--- config.mk ---
export PLATFORM = sky130hd
export DESIGN_NAME = sqrt_seq_flat
export DESIGN_NICKNAME = d
export VERILOG_FILES = /design/src/rtl/sqrt_pkg.sv /design/src/rtl/sqrt_seq_if.sv /design/src/rtl/sqrt_step.sv /design/src/rtl/sqrt_seq.sv /design/src/flat_wrapper.sv
export SDC_FILE = /design/constraint.sdc
export NUM_CORES = 1
export LEC_CHECK = 0
export CAP_MARGIN = 20
export CELL_PAD_IN_SITES_DETAIL_PLACEMENT = 1
export CELL_PAD_IN_SITES_GLOBAL_PLACEMENT = 2
export CORE_MARGIN = 1
export CORE_UTILIZATION = 36
export DETAILED_ROUTE_END_ITERATION = 7
export PLACE_DENSITY = 0.87
export SLEW_MARGIN = 20
export SYNTH_ARGS = -nofsm -noshare
export SYNTH_HDL_FRONTEND = slang
export SYNTH_SLANG_ARGS = --single-unit
--- constraint.sdc ---
create_clock -name clk -period 2.65 [get_ports clk]
set_input_delay 0.265 -clock clk [delete_from_list [all_inputs] [get_ports clk]]
set_output_delay 0.265 -clock clk [all_outputs]
set_load 0.005 [all_outputs]
--- src/rtl/sqrt_pkg.sv ---
// rtl/sqrt_pkg.sv - shared types, latency and parameter checks for sqrt_seq
package sqrt_pkg;

  typedef enum logic [1:0] {
    IDLE = 2'd0,
    CALC = 2'd1,
    DONE = 2'd2
  } sqrt_state_e;

  // Request-to-completion latency in clocks: N recurrence cycles plus the output register stage.
  function automatic int sqrt_latency(input int width, input int spc);
    return width / (2 * spc) + 1;
  endfunction

  function automatic bit sqrt_params_ok(input int width, input int spc);
    return (width >= 4) && ((width % 2) == 0) && ((spc == 1) || (spc == 2)) &&
           (((width / 2) % spc) == 0);
  endfunction

endpackage

--- src/rtl/sqrt_seq_if.sv ---
// rtl/sqrt_seq_if.sv - four-phase req/fin operand and result bundle for sqrt_seq
interface sqrt_seq_if #(
  parameter int WIDTH = 32
);
  logic               req;
  logic [WIDTH-1:0]   in;
  logic               fin;
  logic [WIDTH/2-1:0] out;
  logic [WIDTH/2:0]   rem;

  modport master (output req, output in, input fin, input out, input rem);
  modport slave  (input req, input in, output fin, output out, output rem);
endinterface

--- src/rtl/sqrt_step.sv ---
// rtl/sqrt_step.sv - one combinational restoring square-root recurrence step
module sqrt_step #(
  parameter int WIDTH = 32
) (
  input  logic [WIDTH/2+1:0] rem_i,
  input  logic [WIDTH/2-1:0] root_i,
  input  logic [1:0]         bits_i,
  output logic [WIDTH/2+1:0] rem_o,
  output logic [WIDTH/2-1:0] root_o
);
  localparam int HW = WIDTH / 2;
  localparam int RW = HW + 2;

  logic [RW-1:0] shifted;
  logic [RW-1:0] trial;

  // The partial remainder never exceeds 2*root, so the dropped MSBs are always zero here.
  logic unused_msbs;
  assign unused_msbs = ^{rem_i[RW-1:RW-2], root_i[HW-1]};

  always_comb begin
    shifted = {rem_i[RW-3:0], bits_i};
    trial   = {root_i, 2'b01};
    if (shifted >= trial) begin
      rem_o  = shifted - trial;
      root_o = {root_i[HW-2:0], 1'b1};
    end else begin
      rem_o  = shifted;
      root_o = {root_i[HW-2:0], 1'b0};
    end
  end

endmodule

--- src/rtl/sqrt_seq.sv ---
// rtl/sqrt_seq.sv - clocked digit-recurrence integer square root with four-phase req/fin
// SQRT_ROUND_EN: round the root to nearest (saturating); rem stays the floor remainder.
module sqrt_seq #(
  parameter int WIDTH = 32,
  parameter int SPC   = 1
) (
  input logic       clk,
  input logic       rst_n,
  sqrt_seq_if.slave bus
);
  import sqrt_pkg::*;

  localparam int HW   = WIDTH / 2;
  localparam int RW   = HW + 2;
  localparam int LAT  = sqrt_latency(WIDTH, SPC);
  localparam int NCYC = LAT - 1;
  localparam int CW   = $clog2(NCYC + 1);

  if (!sqrt_params_ok(WIDTH, SPC)) begin : g_bad_params
    $error("sqrt_seq: WIDTH must be even and >= 4, SPC 1 or 2 dividing WIDTH/2");
  end

  sqrt_state_e   state_q, state_d;
  logic [CW-1:0] cnt_q, cnt_d;
  logic [WIDTH-1:0] opnd_q, opnd_d;
  logic [RW-1:0] prem_q, prem_d;
  logic [HW-1:0] proot_q, proot_d;
  logic [HW-1:0] out_q, out_d;
  logic [HW:0]   rem_q, rem_d;
  logic [HW-1:0] root_result;

  logic [RW-1:0] chain_rem  [SPC+1];
  logic [HW-1:0] chain_root [SPC+1];

  assign chain_rem[0]  = prem_q;
  assign chain_root[0] = proot_q;

  for (genvar s = 0; s < SPC; s++) begin : g_step
    sqrt_step #(.WIDTH(WIDTH)) u_step (
      .rem_i  (chain_rem[s]),
      .root_i (chain_root[s]),
      .bits_i (opnd_q[WIDTH-1-2*s -: 2]),
      .rem_o  (chain_rem[s+1]),
      .root_o (chain_root[s+1])
    );
  end

`ifdef SQRT_ROUND_EN
  always_comb begin
    root_result = proot_q;
    if ((prem_q[HW:0] > {1'b0, proot_q}) && (proot_q != '1))
      root_result = proot_q + 1'b1;
  end
`else
  assign root_result = proot_q;
`endif

  always_ff @(posedge clk or negedge rst_n) begin
    if (!rst_n) state_q <= IDLE;
    else        state_q <= state_d;
  end

  always_comb begin
    state_d = state_q;
    unique case (state_q)
      IDLE:    if (bus.req) state_d = CALC;
      CALC:    if (!bus.req) state_d = IDLE;
               else if (cnt_q == CW'(NCYC)) state_d = DONE;
      DONE:    if (!bus.req) state_d = IDLE;
      default: state_d = IDLE;
    endcase
  end

  always_comb begin
    bus.fin = (state_q == DONE);
  end

  assign bus.out = out_q;
  assign bus.rem = rem_q;

  // cnt_q == NCYC marks the extra cycle that publishes the finished root and remainder.
  always_comb begin
    cnt_d   = cnt_q;
    opnd_d  = opnd_q;
    prem_d  = prem_q;
    proot_d = proot_q;
    out_d   = out_q;
    rem_d   = rem_q;
    case (state_q)
      IDLE: if (bus.req) begin
        opnd_d  = bus.in;
        prem_d  = '0;
        proot_d = '0;
        cnt_d   = '0;
      end
      CALC: if (bus.req) begin
        if (cnt_q == CW'(NCYC)) begin
          out_d = root_result;
          rem_d = prem_q[HW:0];
        end else begin
          prem_d  = chain_rem[SPC];
          proot_d = chain_root[SPC];
          opnd_d  = opnd_q << (2 * SPC);
          cnt_d   = cnt_q + 1'b1;
        end
      end
      default: ;
    endcase
  end

  always_ff @(posedge clk or negedge rst_n) begin
    if (!rst_n) begin
      cnt_q   <= '0;
      opnd_q  <= '0;
      prem_q  <= '0;
      proot_q <= '0;
      out_q   <= '0;
      rem_q   <= '0;
    end else begin
      cnt_q   <= cnt_d;
      opnd_q  <= opnd_d;
      prem_q  <= prem_d;
      proot_q <= proot_d;
      out_q   <= out_d;
      rem_q   <= rem_d;
    end
  end

endmodule

--- src/flat_wrapper.sv ---
// flat-port wrapper written by rule: the top's interface ports become plain ports
module sqrt_seq_flat import sqrt_pkg::*;
#(
  parameter int WIDTH = 32,
  parameter int SPC   = 1
)
  (clk, rst_n, bus_req, bus_in, bus_fin, bus_out, bus_rem);
  sqrt_seq_if #(.WIDTH(WIDTH)) bus_i ();
  input logic clk;
  input logic rst_n;
  input wire logic [$bits(bus_i.req)-1:0] bus_req;
  input wire logic [$bits(bus_i.in)-1:0] bus_in;
  output wire logic [$bits(bus_i.fin)-1:0] bus_fin;
  output wire logic [$bits(bus_i.out)-1:0] bus_out;
  output wire logic [$bits(bus_i.rem)-1:0] bus_rem;
  assign bus_i.req = bus_req;
  assign bus_i.in = bus_in;
  assign bus_fin = bus_i.fin;
  assign bus_out = bus_i.out;
  assign bus_rem = bus_i.rem;
  sqrt_seq #(.WIDTH(WIDTH), .SPC(SPC)) u_core (.clk(clk), .rst_n(rst_n), .bus(bus_i));
endmodule
==> results of run 1 <==
-- kinds of logic (layout without fill, tap and decap cells) --
group / count (synthesis) / count (layout)
AOI/OAI and AO/OA: 111 / 111
and+or+nand+nor: 106 / 106
DFF: 105 / 105
muxes: 75 / 75
buffers and inverters: 46 / 120
adders and majority gates: 20 / 20
xor gates and xnor gates: 16 / 16
-- worst paths after layout --
kind,end,slack (ns),depth (start not counted)
hold / removal,u_core.opnd_q[24],0.48,2
setup reg to reg,u_core.prem_q[1],0.12,10
min in group asynchronous,u_core.bus.rem[8],0.49,2
max in group asynchronous,u_core.bus.rem[13],1.39,3
hold reg to reg,u_core.opnd_q[24],0.48,2
setup / recovery,u_core.prem_q[1],0.12,10
-- layout by cell type, fill, tap and decap left out, types with 2 or more instances in the layout --
master	count
nor2_1	13
o21ai_0	37
mux2i_1	42
o22ai_1	15
nand4_1	2
o21ai_1	17
clkdlybuf4s50_1	67
a22o_1	3
buf_4	12
a21oi_1	15
a21o_1	2
nand2_1	66
o211ai_1	5
nor2b_1	3
ha_1	19
clkbuf_16	9
a31oi_1	2
dfrtp_1	105
xnor2_1	7
and3_1	3
mux2_2	33
inv_1	22
nor3_1	4
clkinv_2	2
buf_12	2
xor2_1	9
nand2b_1	2
o21a_1	2
clkinvlp_4	2
-- layer usage --
metal | global-route usage | wire, um | vias to the layer above
li1 | - | - | 1814
met1 | 0.205 | 5120 | 1869
met2 | 0.322 | 6180 | 57
met3 | 0.0506 | 524 | 11
met4 | 0.0633 | 162 | 0
met5 | 0 | 0 | -
-- cell type report --
cell class | instances | area (um^2) | share of cell area
Inverter | 22 | 82.6 | 0.0129
Timing Repair Buffer | 82 | 811 | 0.126
Clock inverter | 5 | 55.1 | 0.00857
Clock buffer | 11 | 243 | 0.0378
Tap cell | 180 | 225 | 0.0351
Sequential cell | 105 | 2630 | 0.409
Multi-Input combinational cell | 328 | 2380 | 0.370
-- timing repair --
item,in CTS,in global routing
hold buffers,1,0
gates resized for setup,0,3
endpoints found under the hold margin,47,0
endpoints found under the setup margin,0,7
-- per-stage QoR --
stage | hold slack [ns] | setup TNS (ns)
2_1_floorplan | -0.0306 | 0
3_3_place_gp | 0.341 | 0
3_5_place_dp | 0.353 | 0
4_1_cts | 0.490 | 0
5_1_grt | 0.509 | -0.0766
6_report | 0.481 | 0
-- tightest hold or removal path, delay by kind of cell (launching register included) --
kind             cells  cell delay (ns)
flip-flops           1             0.34
AO/OA/AOI/OAI        1             0.06
AND/OR/NAND/NOR      1             0.05
-- registers in the layout (all words and copies together), names as in the netlist --
signal and cells:
u_core.opnd_q 32, u_core.bus.rem 17, u_core.prem_q 17, u_core.bus.out 16, u_core.proot_q 16, u_core.cnt_q 5, u_core.state_q 2
-- where the power goes --
group / switching [mW] / total [mW] / internal (mW)
registers: 0.191 / 2.01 / 1.82
clock network: 0.591 / 1.35 / 0.755
logic: 1.70 / 3.14 / 1.44
==> out/metrics.cfg, run 1 <==
[power]
finalPower_mw = 6.49
p_leak_nw = 2.95
power_density_mw_per_mm2 = 1010
vdd.ir_drop.worst_mv = 0.513

[clock_network]
cts_setup_buffers = 0
path_clk_slew_ns = 0.07
clkLatencyLatePin_ns = 0.36
htree_levels = 3
cts_tree = done
clockBufferDepth = 2
cts_buffers = 9
cts-root-buf = clkbuf_16
cts_sinks = 105

[worst_setup_path]
path_delay_family = compound AO/OA/AOI/OAI gates
setup.worst_path.start = u_core.proot_q[0]
path_class = reg -> reg
cp.buffers_inverters = 2
cp.arrival_ns = 2.78
critical_path.endpoint_type = flop
worstSetupStartpointType = flop
cpMaxStageDelayCell = nor4_2
max_stage_delay_ns = 0.39
r2r_start = u_core.proot_q[0]
crit_required_ns = 2.90
cp_cell_sequence = inv_1 > ha_1 > nand2b_2 > a211oi_2 > o311a_4 > nor4_2 > o31ai_4 > buf_4 > mux2i_1 > a22o_1
cp_max_fo = 6

[sta]
worst_pin_slew_ns = 0.682
clock_skew_ns = 0.00465
worst_slack_ns = 0.118
fin_crit_ns = 2.53
hold_viol_final = 0
relSlewSlack = 0.545
fmax_mhz = 395
setup_viol_count_final = 0
rsz0062_at_grt = yes
period_share = 0.955
drv_slew = 0

[synthesis]
synth_top_cell_by_area = dfrtp_1
yosys.area_share.simple = 0.0940
ys_ff_latch = 105
synth_xor_area_frac = 0.0271
synth_area_mm2 = 0.00518
synth_area_leaders = dfrtp_1, mux2i_1, mux2_2, ha_1, nand2_1
synth_compound_area_frac = 0.133
synthCells = 479
synth_top_family_by_area = multiplexers
muxShareOfSynthArea = 0.153
ys_warn_count = 0
synth_edf_count = 0
synthesis.nets = 534
ys_top_cells_by_count = dfrtp_1, nand2_1, mux2i_1, o21ai_0, mux2_2
yosysMostFrequentCell = dfrtp_1
synth_cell_types = 49
avgSynthCellArea_um2 = 10.8
synthAdderAreaFrac = 0.0483
synth_ff_type = dfrtp_1
seq_area_frac_synth = 0.507
ys_async_sr_fraction = 1.00
synth_top_area_share = 0.507

[drt]
vias_per_cell = 5.12
dr_total_vias = 3751
routedWlPerCell_um = 16.3
drt_iter0_drc = 103
drc = 0
ant_nets = 0
wl_um = 12000
drt-pass1-iter-count = 4

[placement]
place_ws_ns = 0.116
dpl_cell_area_mm2 = 0.00610
dp.cells = 716
gp_congestion = 0.800
place_hpwl_um = 8440
portBuffers = 68

[floorplan]
row_count = 43
core_mm2 = 0.0139
die_h_um = 122
die_area_mm2 = 0.0149
die-width_um = 122
start_util = 0.372
ios = 69

[cells_and_area]
stdcell_area_mm2 = 0.00642
nets = 603
fin_util = 0.461
instances_no_fill = 733
n_fill_cell = 1527
n_antenna_cell = 0
final_layout_size_suffix_gt1_frac = 0.141
synthToLayoutAreaGrowth_pct = 24.0

[global_routing]
grt_pass1_vias = 4175
grt_pass1_wl_um = 20700
grt_max_degree = 81
track_usage = 0.181
antenna_found_initial = 0
globalRouteOverflowTotal = 0

[run_status]
status = finished clean

[run]
drv_cap = 0

[hold_path]
hold_path_class = reg -> reg
holdCritStartpoint = u_core.opnd_q[24]

Power figures use the tool's default switching activity.
==> run 2, diff against run 1 <==
- GPL_TIMING_DRIVEN: unset -> 0
==> out/metrics.cfg, run 2 (synthesis results as in run 1) <==
[worst_setup_path]
max_stage_delay_ns = 0.46
path_delay_family = compound AO/OA/AOI/OAI gates
cp_max_fo = 5
crit_required_ns = 2.88
cp.buffers_inverters = 1
path_class = reg -> reg
crit_top_cell = o31ai_4
cp.arrival_ns = 2.77
cp_cell_sequence = ha_4 > and3_2 > nand2_1 > o31ai_4 > nor4_4 > o31ai_4 > buf_6 > mux2i_1 > o21ai_1
cpMaxStageDelayCell = dfrtp_1
setup.worst_path.start = u_core.prem_q[7]
r2r_start = u_core.prem_q[7]
worstSetupStartpointType = flop
critical_path.endpoint_type = flop

[power]
power_density_mw_per_mm2 = 1060
vdd.ir_drop.worst_mv = 0.562
switchingPower_mw = 2.76
switching_share = 0.395
sequentialPowerShare = 0.293
p_int_mw = 4.22
p_clk_frac = 0.189
comb_power_share = 0.518
finalPower_mw = 6.99
p_leak_nw = 2.97

[run]
drv_cap = 0

[cells_and_area]
synthToLayoutAreaGrowth_pct = 27.1
n_antenna_cell = 0
most-common-layout-cells = dfrtp_1, clkdlybuf4s50_1, nand2_1
final_common_cell = dfrtp_1
final_layout_size_suffix_gt1_frac = 0.155
instances_no_fill = 749
nets = 620
top_register = u_core.opnd_q
largest_reg_flops = 32

[floorplan]
ios = 69
core_mm2 = 0.0139
row_count = 43
start_util = 0.372
die_h_um = 122
die-width_um = 122
die_area_mm2 = 0.0149

[clock_network]
path_clk_slew_ns = 0.07
htree_levels = 3
clkLatencyLatePin_ns = 0.36
clockBufferDepth = 2
cts-root-buf = clkbuf_16
cts_tree = done
cts_sinks = 105
cts_buffers = 9

[sta]
setup_viol_count_final = 0
drv_slew = 0
worst_pin_slew_ns = 0.734
relSlewSlack = 0.509
hold_ws_ns = 0.424
worst_slack_ns = 0.108
period_share = 0.959
fin_setup_tns_ns = 0
fin_crit_ns = 2.54
clock_skew_ns = 0.0112
hold_viol_final = 0
fmax_mhz = 393

[global_routing]
grt_max_degree = 57
globalRouteOverflowTotal = 0
track_usage = 0.188
grt_pass1_wl_um = 21400
antenna_found_initial = 0
grt_pass1_vias = 4233

[run_status]
status = finished clean

[drt]
routedWlPerCell_um = 17.5
drc = 0
vias_per_cell = 5.23
dr_total_vias = 3920
drt_iter0_drc = 95
ant_nets = 0
wl_um = 13100
drt-pass1-iter-count = 4

[placement]
gp_congestion = 0.798
place_ws_ns = 0.0234
place_hpwl_um = 9190
portBuffers = 68
dp.cells = 728

[hold_path]
hold_path_class = in -> async

## run 2: cell count changes in the layout (fill, tap and decap cells not counted), moves of 4 or more
cell      change
ha_1          -5
clkbuf_1     +16
ha_4          +6
buf_4         -8
buf_2         +5
buf_6         +4
## run 2: final cells by class
cell class	count	area (um^2)
inverters	22	82.6
plain buffers	24	111
flip-flops and latches	105	2630
well taps	180	225
repair buffers	75	761
clock inverters	6	60.1
multi-input cells	328	2490
clock buffers	9	225
fillers	1545	7350
## run 2: worst paths after layout
| path | to | slack [ns] | depth (start not counted) |
|---|---|---|---|
| max | u_core.prem_q[7] | 0.11 | 9 |
| min reg2reg | u_core.opnd_q[17] | 0.48 | 2 |
| min | u_core.bus.out[6] | 0.42 | 2 |
| max in group asynchronous | u_core.opnd_q[30] | 1.57 | 3 |
| min in group clk | u_core.opnd_q[17] | 0.48 | 2 |
| max reg2reg | u_core.prem_q[7] | 0.11 | 9 |
## run 2: stage by stage
stage,area (um^2),utilization
floorplan,5180,-
global placement,6080,0.437
detailed placement,6110,0.439
CTS,6410,0.460
global route,6580,0.472
finish,6580,0.472
## run 2: worst reg2reg max path, stage by stage (launching register included)
cell     delay (ns)
dfrtp_1        0.46
ha_4           0.33
and3_2         0.23
nand2_1        0.09
o31ai_4        0.30
nor4_4         0.07
o31ai_4        0.41
buf_6          0.22
mux2i_1        0.22
o21ai_1        0.08
## run 2: power groups by stage
stage	registers, mW	clock network, mW	logic (mW)
2_1_floorplan	1.97	0	2.43
3_3_place_gp	2.04	0	2.99
3_5_place_dp	2.05	0	3.10
4_1_cts	2.03	1.36	3.13
5_1_grt	2.08	1.41	3.94
6_report	2.04	1.32	3.62
## run 2: per-layer routing
| layer | vias up | GRT usage | wire (um) |
|---|---|---|---|
| li1 | 1840 | - | - |
| met1 | 1985 | 0.226 | 5660 |
| met2 | 79 | 0.328 | 6680 |
| met3 | 16 | 0.0520 | 559 |
| met4 | 0 | 0.0478 | 238 |
| met5 | - | 0 | 0 |
## run 2: timing repair
item,in CTS,in global routing
endpoints found under the setup margin,5,14
resized for setup,1,22
pin swaps,1,1
hold buffers,1,0
endpoints found under the hold margin,49,0
cloned,0,1
buffers inserted,0,4
